### src/rtl/dmi_apb_master.sv
// DMI-to-APB3 bridge: turns each DMI request strobe into one APB read or write
// and reports read data plus a sticky 2-bit op status back to the DTM.
module dmi_apb_master #(
    parameter int DWIDTH  = 32,
    parameter int AWIDTH  = 32,
    parameter int TIMEOUT = 255
) (
    input  logic              Capture_clk,
    input  logic              TRST,
    input  logic              dmi_hard_reset,
    input  logic              dmi_reset,
    input  logic              dmi_transfer,
    input  logic [AWIDTH-1:0] dmi_address_in,
    input  logic [DWIDTH-1:0] dmi_wdata_in,
    input  logic [1:0]        dmi_op_in,
    output logic [DWIDTH-1:0] dmi_rdata,
    output logic [1:0]        dmi_status,
    output logic              dmi_busy,
    output logic              dmi_done,
    output logic [AWIDTH-1:0] PADDR,
    output logic              PSEL,
    output logic              PENABLE,
    output logic              PWRITE,
    output logic [DWIDTH-1:0] PWDATA,
    input  logic [DWIDTH-1:0] PRDATA,
    input  logic              PREADY,
    input  logic              PSLVERR
);

    localparam int CW = $clog2(TIMEOUT + 1);
    localparam logic [CW-1:0] TMO_LAST = CW'(TIMEOUT - 1);

    typedef enum logic [1:0] {
        ST_IDLE,
        ST_SETUP,
        ST_ACCESS
    } state_t;

    state_t            r_state;
    state_t            w_stateNext;
    logic              r_transQ;
    logic              r_done;
    logic              r_write;
    logic [AWIDTH-1:0] r_addr;
    logic [DWIDTH-1:0] r_wdata;
    logic [DWIDTH-1:0] r_rdata;
    logic [1:0]        r_status;
    logic [CW-1:0]     r_cnt;
    logic              w_req;
    logic              w_accept;
    logic              w_complete;
    logic              w_timeout;

    assign w_req = dmi_transfer & ~r_transQ;

    always_ff @(posedge Capture_clk or negedge TRST) begin
        if (!TRST) begin
            r_state <= ST_IDLE;
        end else begin
            r_state <= w_stateNext;
        end
    end

    always_comb begin
        w_stateNext = r_state;
        w_accept    = 1'b0;
        w_complete  = 1'b0;
        w_timeout   = 1'b0;
        case (r_state)
            ST_IDLE: begin
                if (w_req && (dmi_op_in == 2'd1 || dmi_op_in == 2'd2) && r_status == 2'b00) begin
                    w_accept    = 1'b1;
                    w_stateNext = ST_SETUP;
                end
            end
            ST_SETUP: begin
                w_stateNext = ST_ACCESS;
            end
            ST_ACCESS: begin
                if (PREADY) begin
                    w_complete  = 1'b1;
                    w_stateNext = ST_IDLE;
                end else if (r_cnt == TMO_LAST) begin
                    w_timeout   = 1'b1;
                    w_stateNext = ST_IDLE;
                end
            end
            default: begin
                w_stateNext = ST_IDLE;
            end
        endcase
        if (dmi_hard_reset) begin
            w_stateNext = ST_IDLE;
        end
    end

    // Request registers only load in IDLE so the APB fields stay frozen while a
    // transfer is in flight; later status writes override earlier ones.
    always_ff @(posedge Capture_clk or negedge TRST) begin
        if (!TRST) begin
            r_transQ <= 1'b0;
            r_done   <= 1'b0;
            r_write  <= 1'b0;
            r_addr   <= '0;
            r_wdata  <= '0;
            r_rdata  <= '0;
            r_status <= 2'b00;
            r_cnt    <= '0;
        end else if (dmi_hard_reset) begin
            r_transQ <= 1'b0;
            r_done   <= 1'b0;
            r_write  <= 1'b0;
            r_addr   <= '0;
            r_wdata  <= '0;
            r_rdata  <= '0;
            r_status <= 2'b00;
            r_cnt    <= '0;
        end else begin
            r_transQ <= dmi_transfer;
            r_done   <= 1'b0;
            if (r_state == ST_IDLE && w_req) begin
                r_addr  <= {dmi_address_in[AWIDTH-3:0], 2'b00};
                r_wdata <= dmi_wdata_in;
                r_write <= (dmi_op_in == 2'd2);
                if (!w_accept) begin
                    r_done <= 1'b1;
                end
                if (dmi_op_in == 2'd3 && r_status == 2'b00) begin
                    r_status <= 2'b10;
                end
            end
            if (w_complete || w_timeout) begin
                r_done <= 1'b1;
            end
            if (w_complete && !PSLVERR && !r_write) begin
                r_rdata <= PRDATA;
            end
            if ((w_timeout || (w_complete && PSLVERR)) && r_status == 2'b00) begin
                r_status <= 2'b10;
            end
            if (r_state != ST_IDLE && w_req) begin
                r_status <= 2'b11;
            end
            if (dmi_reset) begin
                r_status <= 2'b00;
            end
            if (r_state == ST_SETUP) begin
                r_cnt <= '0;
            end else if (r_state == ST_ACCESS && !PREADY && r_cnt != '1) begin
                r_cnt <= r_cnt + 1'b1;
            end
        end
    end

    assign dmi_rdata  = r_rdata;
    assign dmi_status = r_status;
    assign dmi_done   = r_done;
    assign dmi_busy   = (r_state != ST_IDLE);
    assign PSEL       = (r_state != ST_IDLE);
    assign PENABLE    = (r_state == ST_ACCESS);
    assign PADDR      = (r_state != ST_IDLE) ? r_addr : '0;
    assign PWDATA     = (r_state != ST_IDLE) ? r_wdata : '0;
    assign PWRITE     = (r_state != ST_IDLE) ? r_write : 1'b0;

endmodule

### config.mk
export PLATFORM = sky130hd
export DESIGN_NAME = dmi_apb_master
export DESIGN_NICKNAME = d
export VERILOG_FILES = /design/src/rtl/dmi_apb_master.sv
export SDC_FILE = /design/constraint.sdc
export NUM_CORES = 1
export LEC_CHECK = 0
export ABC_AREA = 0
export CAP_MARGIN = 20
export CORE_MARGIN = 2
export CORE_UTILIZATION = 39
export DETAILED_ROUTE_END_ITERATION = 10
export PLACE_DENSITY_LB_ADDON = 0.05
export SYNTH_ARGS = -nofsm -noshare
export SYNTH_HDL_FRONTEND = slang
export SYNTH_SLANG_ARGS = --single-unit
### constraint.sdc
create_clock -name Capture_clk -period 1.7 [get_ports Capture_clk]
set_input_delay 0.51 -clock Capture_clk [delete_from_list [all_inputs] [get_ports Capture_clk]]
set_output_delay 0.51 -clock Capture_clk [all_outputs]
set_load 0.01 [all_outputs]
# Word level (Yosys, flattened, before mapping)
# Cells that the tools add are included.
totals:
  in_bits: 105
  out_inout_bits: 103
  regBits: 111
op_classes:
  eq_ne: 9
  mux: 37
  reduce_logical: 27
  bitwise: 2
  n_addsub: 1
op_table:
  columns: ["op", "n"]
  rows:
  - ["$mux 32", 8]
  - ["$mux 8", 3]
  - ["$mux 2", 10]
  - ["$mux 1", 15]
  - ["$logic_and 1x1->1", 11]
  - ["$reduce_bool 5->1", 2]
  - ["$add 8x1->8 const B", 1]
  - ["$eq 8x8->1 const B", 1]
  - ["$ne 8x8->1 const B", 1]
  - ["$eq 2x2->1 const B", 3]
  - ["$pmux 2 s3", 1]
  - ["$reduce_bool 2->1", 3]
  - ["$eq 2x1->1 const B", 2]
  - ["$logic_not 2->1", 2]
  - ["$ne 4x2->1 const B", 1]
  - ["$reduce_and 2->1", 2]
  - ["$logic_not 1->1", 3]
  - ["$logic_or 1x1->1", 3]
  - ["$ne 3x3->1 const B", 1]
  - ["$reduce_bool 3->1", 1]
  - ["$and 1x1->1", 1]
  - ["$not 1->1", 1]

# Depth between registers and ports, before layout
depth:
  depth_word: 10
  depth_mapped: 7
  mapped_depth_nobuf: 5

# Worst setup path after synthesis
# No wires, ideal clock.
synth_timing:
  kind: "reg2out"
  start: "register r_state[1]"
  end: "output PWDATA[22]"
  arrival_time_ns: 1.273
  path_stages_with_launch: 6
  path_buffers: 2
  path_slack_ns: -0.083
  cell_sequence: "dfrtp_1 -> nor2_1 -> inv_2 -> clkbuf_1 -> clkbuf_1 -> and2_1"
synth_via:
  elab_chain_len: 2
synth_lines:
  columns: ["element", "line_no", "text"]
  rows:
  - ["start: declaration", "39", "state_t r_state;"]
  - ["start signal: assignment", "60", "r_state <= w_stateNext;"]
  - ["$reduce_bool 2->1", null, null]
  - ["named net PSEL", "21", "output logic PSEL,"]
  - ["$mux 32", "162", "assign PWDATA = (r_state != ST_IDLE) ? r_wdata : '0;"]
  - ["end: declaration", "24", "output logic [DWIDTH-1:0] PWDATA,"]
# The timed path passes the listed nets, and every way through them passes these cells.

# Worst setup path in the final report
layout_timing:
  start: "register r_state[1]"
  end: "output PADDR[6]"
layout_via:
  elab_chain_len: 2
layout_lines:
  columns: ["element", "line_no", "text"]
  rows:
  - ["$reduce_bool 2->1", "161", "assign PADDR = (r_state != ST_IDLE) ? r_addr : '0;"]
  - ["$mux 32", "161", null]
  - ["end: declaration", "20", "output logic [AWIDTH-1:0] PADDR,"]
# No other way between the ends.

==> results.sh <==
export IMPL_crit_type="reg2out"
export IMPL_row_count=41
export IMPL_rr_worst_depth=8
export IMPL_p_seq_share_pct=46.7
export IMPL_overflow=0
export IMPL_crit_chain="nor2_4, inv_4, buf_12, and2_1, buf_2"
export IMPL_r2r_start="r_state[0]"
export IMPL_crit_path_max_fanout=21
export IMPL_synth_top_family_by_area="simple AND/OR/NAND/NOR gates"
export IMPL_wl_per_cell_um=14.7
export IMPL_grt_start_max_net_pins=102
export IMPL_start_kind="flop"
export IMPL_finalCriticalPeriod_ns=1.97
export IMPL_drt_iter0_markers=246
export IMPL_hold_violations=0
export IMPL_dr_pass1_iters=4
export IMPL_fin_crit_sh_pct=116
export IMPL_fin_skew_ns=0.00408
export IMPL_crit_path_end_kind="output pin"
export IMPL_synth_xor_area_share_pct=0.353
export IMPL_yosys_top_cells_area="dfrtp_1, nand2_1, a21oi_1"
export IMPL_cts_tree="yes"
export IMPL_dp_hpwl_um=9120
export IMPL_rsz0062_at_grt="true"
export IMPL_maxSlewViolCount=0
export IMPL_die_width_um=117
export IMPL_yosysTopAreaCell="dfrtp_1"
export IMPL_synth_top_area_share_pct=55.0
export IMPL_viasPerCell=4.79
export IMPL_r2r_setup_slack_ns=-0.10
export IMPL_status="complete, but fails checks"
export IMPL_p_leak_uw=0.00357
export IMPL_mostFrequentLayoutCell="nand2_1"
export IMPL_fillers=1188
export IMPL_synth_warnings=0
export IMPL_synth_simple_area_share_pct=27.2
export IMPL_max_freq_mhz=507
export IMPL_dieArea_um2=13600
export IMPL_power_density_nw_per_um2=776
export IMPL_path_depth=5
export IMPL_post_route_util_pct=60.3
export IMPL_syn2layout_area_growth_pct=52.3
export IMPL_clock_latency_ns=0.35
export IMPL_die_y_um=117
export IMPL_crit_path_max_incr_delay_ns=0.41
export IMPL_internal_power_uw=4490
export IMPL_muxShareOfSynthArea_pct=0.202
export IMPL_crit_path_top_delay_cell="dfrtp_1"
export IMPL_failed_checks="negative setup slack"
export IMPL_synth_fa_ha_area_share_pct=1.01
export IMPL_nets=882
export IMPL_crit_family="flip-flops"
export IMPL_clock_root_buffer="clkbuf_16"
export IMPL_dp_cells=931
export IMPL_postRouteAntennaNets=0
export IMPL_synth_edf_count=0
export IMPL_power_frac_comb_pct=14.4
export IMPL_fin_setup_tns_ns=-17.23
export IMPL_clockPowerShare_pct=38.9
export IMPL_cp_required_ns=1.19
export IMPL_syn_inst=573
export IMPL_ioPinCount=208
export IMPL_cts_made_buffers=9
export IMPL_synth_avg_cell_area_um2=8.65
export IMPL_start_util_pct=39.6
export IMPL_peakVddDrop_v=0.000514
export IMPL_synthFlopType="dfrtp_1"
export IMPL_syn_area_um2=4960
export IMPL_grt_pass1_vias=4361
export IMPL_r2r_end="r_cnt[5]"
export IMPL_synth_cell_types=40
export IMPL_layoutNonFillerInstCount=950
export IMPL_p_sw_share_pct=23.4
export IMPL_synth_seq_cells=109
export IMPL_synthArstFlopShare_pct=100
export IMPL_vias=4554
export IMPL_setup_violations=99
export IMPL_synth_compound_area_share_pct=11.9
export IMPL_grt_pass1_wl_um=21900
export IMPL_max_cap_violations=0
export IMPL_crit_buf_inv=3
export IMPL_final_cell_mix="nand2_1, dfrtp_1, clkdlybuf4s50_1, a21oi_1, and2_1"
export IMPL_routed_wl_um=14000
export IMPL_fin_ws_ns=-0.272
export IMPL_min_path_type="in2async"
export IMPL_coreArea_um2=12500
export IMPL_seq_area_frac_synth_pct=55.0
export IMPL_drive_gt1_share_pct=18.9
export IMPL_antenna_found_initial=0
export IMPL_htree_levels=3
export IMPL_path_clk_slew_ns=0.07
export IMPL_power_switching_uw=1370
export IMPL_clock_sinks=109
export IMPL_antenna_diode_count=0
export IMPL_grtUsageTotal_pct=20.7
export IMPL_gp_congestion=0.759
export IMPL_cts_buffer_depth=2
export IMPL_cp_arrival_ns=1.46
export IMPL_port_buffers=203
export IMPL_drc_errors=0
[synth_stat cells, drive strengths merged (2+ instances only)]
cell	count
a21oi	98
a311oi	4
and2	63
and3	4
buf	14
clkbuf	28
dfrtp	109
ha	4
inv	7
nand2	196
nand2b	2
nand3	4
nor2	12
nor2b	3
nor3	4
o21a	2
o21ai	2
or3	2
[sequential cells by signal, summed over array words and instances (netlist names)]
name	cells
dmi_rdata	32
r_wdata	32
r_addr	30
r_cnt	8
dmi_status	2
r_state	2
dmi_done	1
r_transQ	1
r_write	1
[metal layers]
metal	part of all wire, %	track usage (%)	up-vias
met2	48	33.9	140
met1	43	26.5	2156
li1	-	-	2244
met5	0	0	-
met3	7.3	5.76	14
met4	1.6	7.45	0
[per-stage QoR]
step                      cell area (um^2)  power, uW  setup WS (ns)  hold slack, ns
final                                 7550       5860         -0.272           0.107
after global routing                  7550       6140         -0.339           0.146
after CTS                             7420       5940         -0.390           0.128
after detailed placement              7340       3630         -0.312           0.503
after global placement                7340       3620         -0.292           0.503
after floorplan                       4960       3100         0.0274           0.214
[logic make-up (layout without fill, tap and decap cells)]
kind of cell	Yosys count	count (layout)
AOI/OAI and AO/OA	110	110
xor gates and xnor gates	2	2
adders and majority gates	4	4
buffers and inverters	49	253
DFF	109	109
muxes	1	1
other	1	2
and+or+nand+nor	297	297
[timing repair]
| item | CTS | global route |
|---|---|---|
| resized for setup | 317 | 26 |
| hold endpoints to repair | 0 | 0 |
| cloned | 1 | 0 |
| pin swaps | 2 | 6 |
| setup buffers | 1 | 2 |
| endpoints found under the setup margin | 103 | 71 |
| hold buffers | 0 | 0 |
[power by group through the flow]
stage | clock network [uW] | registers (uW) | logic, uW
3_5_place_dp | 0 | 2790 | 846
4_1_cts | 2360 | 2740 | 841
3_3_place_gp | 0 | 2780 | 837
2_1_floorplan | 0 | 2780 | 319
6_report | 2280 | 2740 | 844
5_1_grt | 2460 | 2750 | 933
[worst max-delay path by stage]
stage,start,endpoint
CTS,r_state[0],PADDR[22]
finish,r_state[1],PADDR[6]
floorplan,r_state[1],PWDATA[22]
detailed placement,dmi_op_in[0],dmi_status[1]
global route,r_state[1],PWDATA[5]
global placement,dmi_op_in[0],dmi_done
[final cells by class]
type / instances / area [um^2] / share of cell area [%]
clock buffers: 12 / 256 / 3.40
clock inverters: 4 / 70.1 / 0.928
flip-flops and latches: 109 / 2730 / 36.1
well taps: 172 / 215 / 2.85
multi-input cells: 416 / 2180 / 28.9
inverters: 7 / 31.3 / 0.414
repair buffers: 230 / 2070 / 27.4
Power figures use the tool's default switching activity.
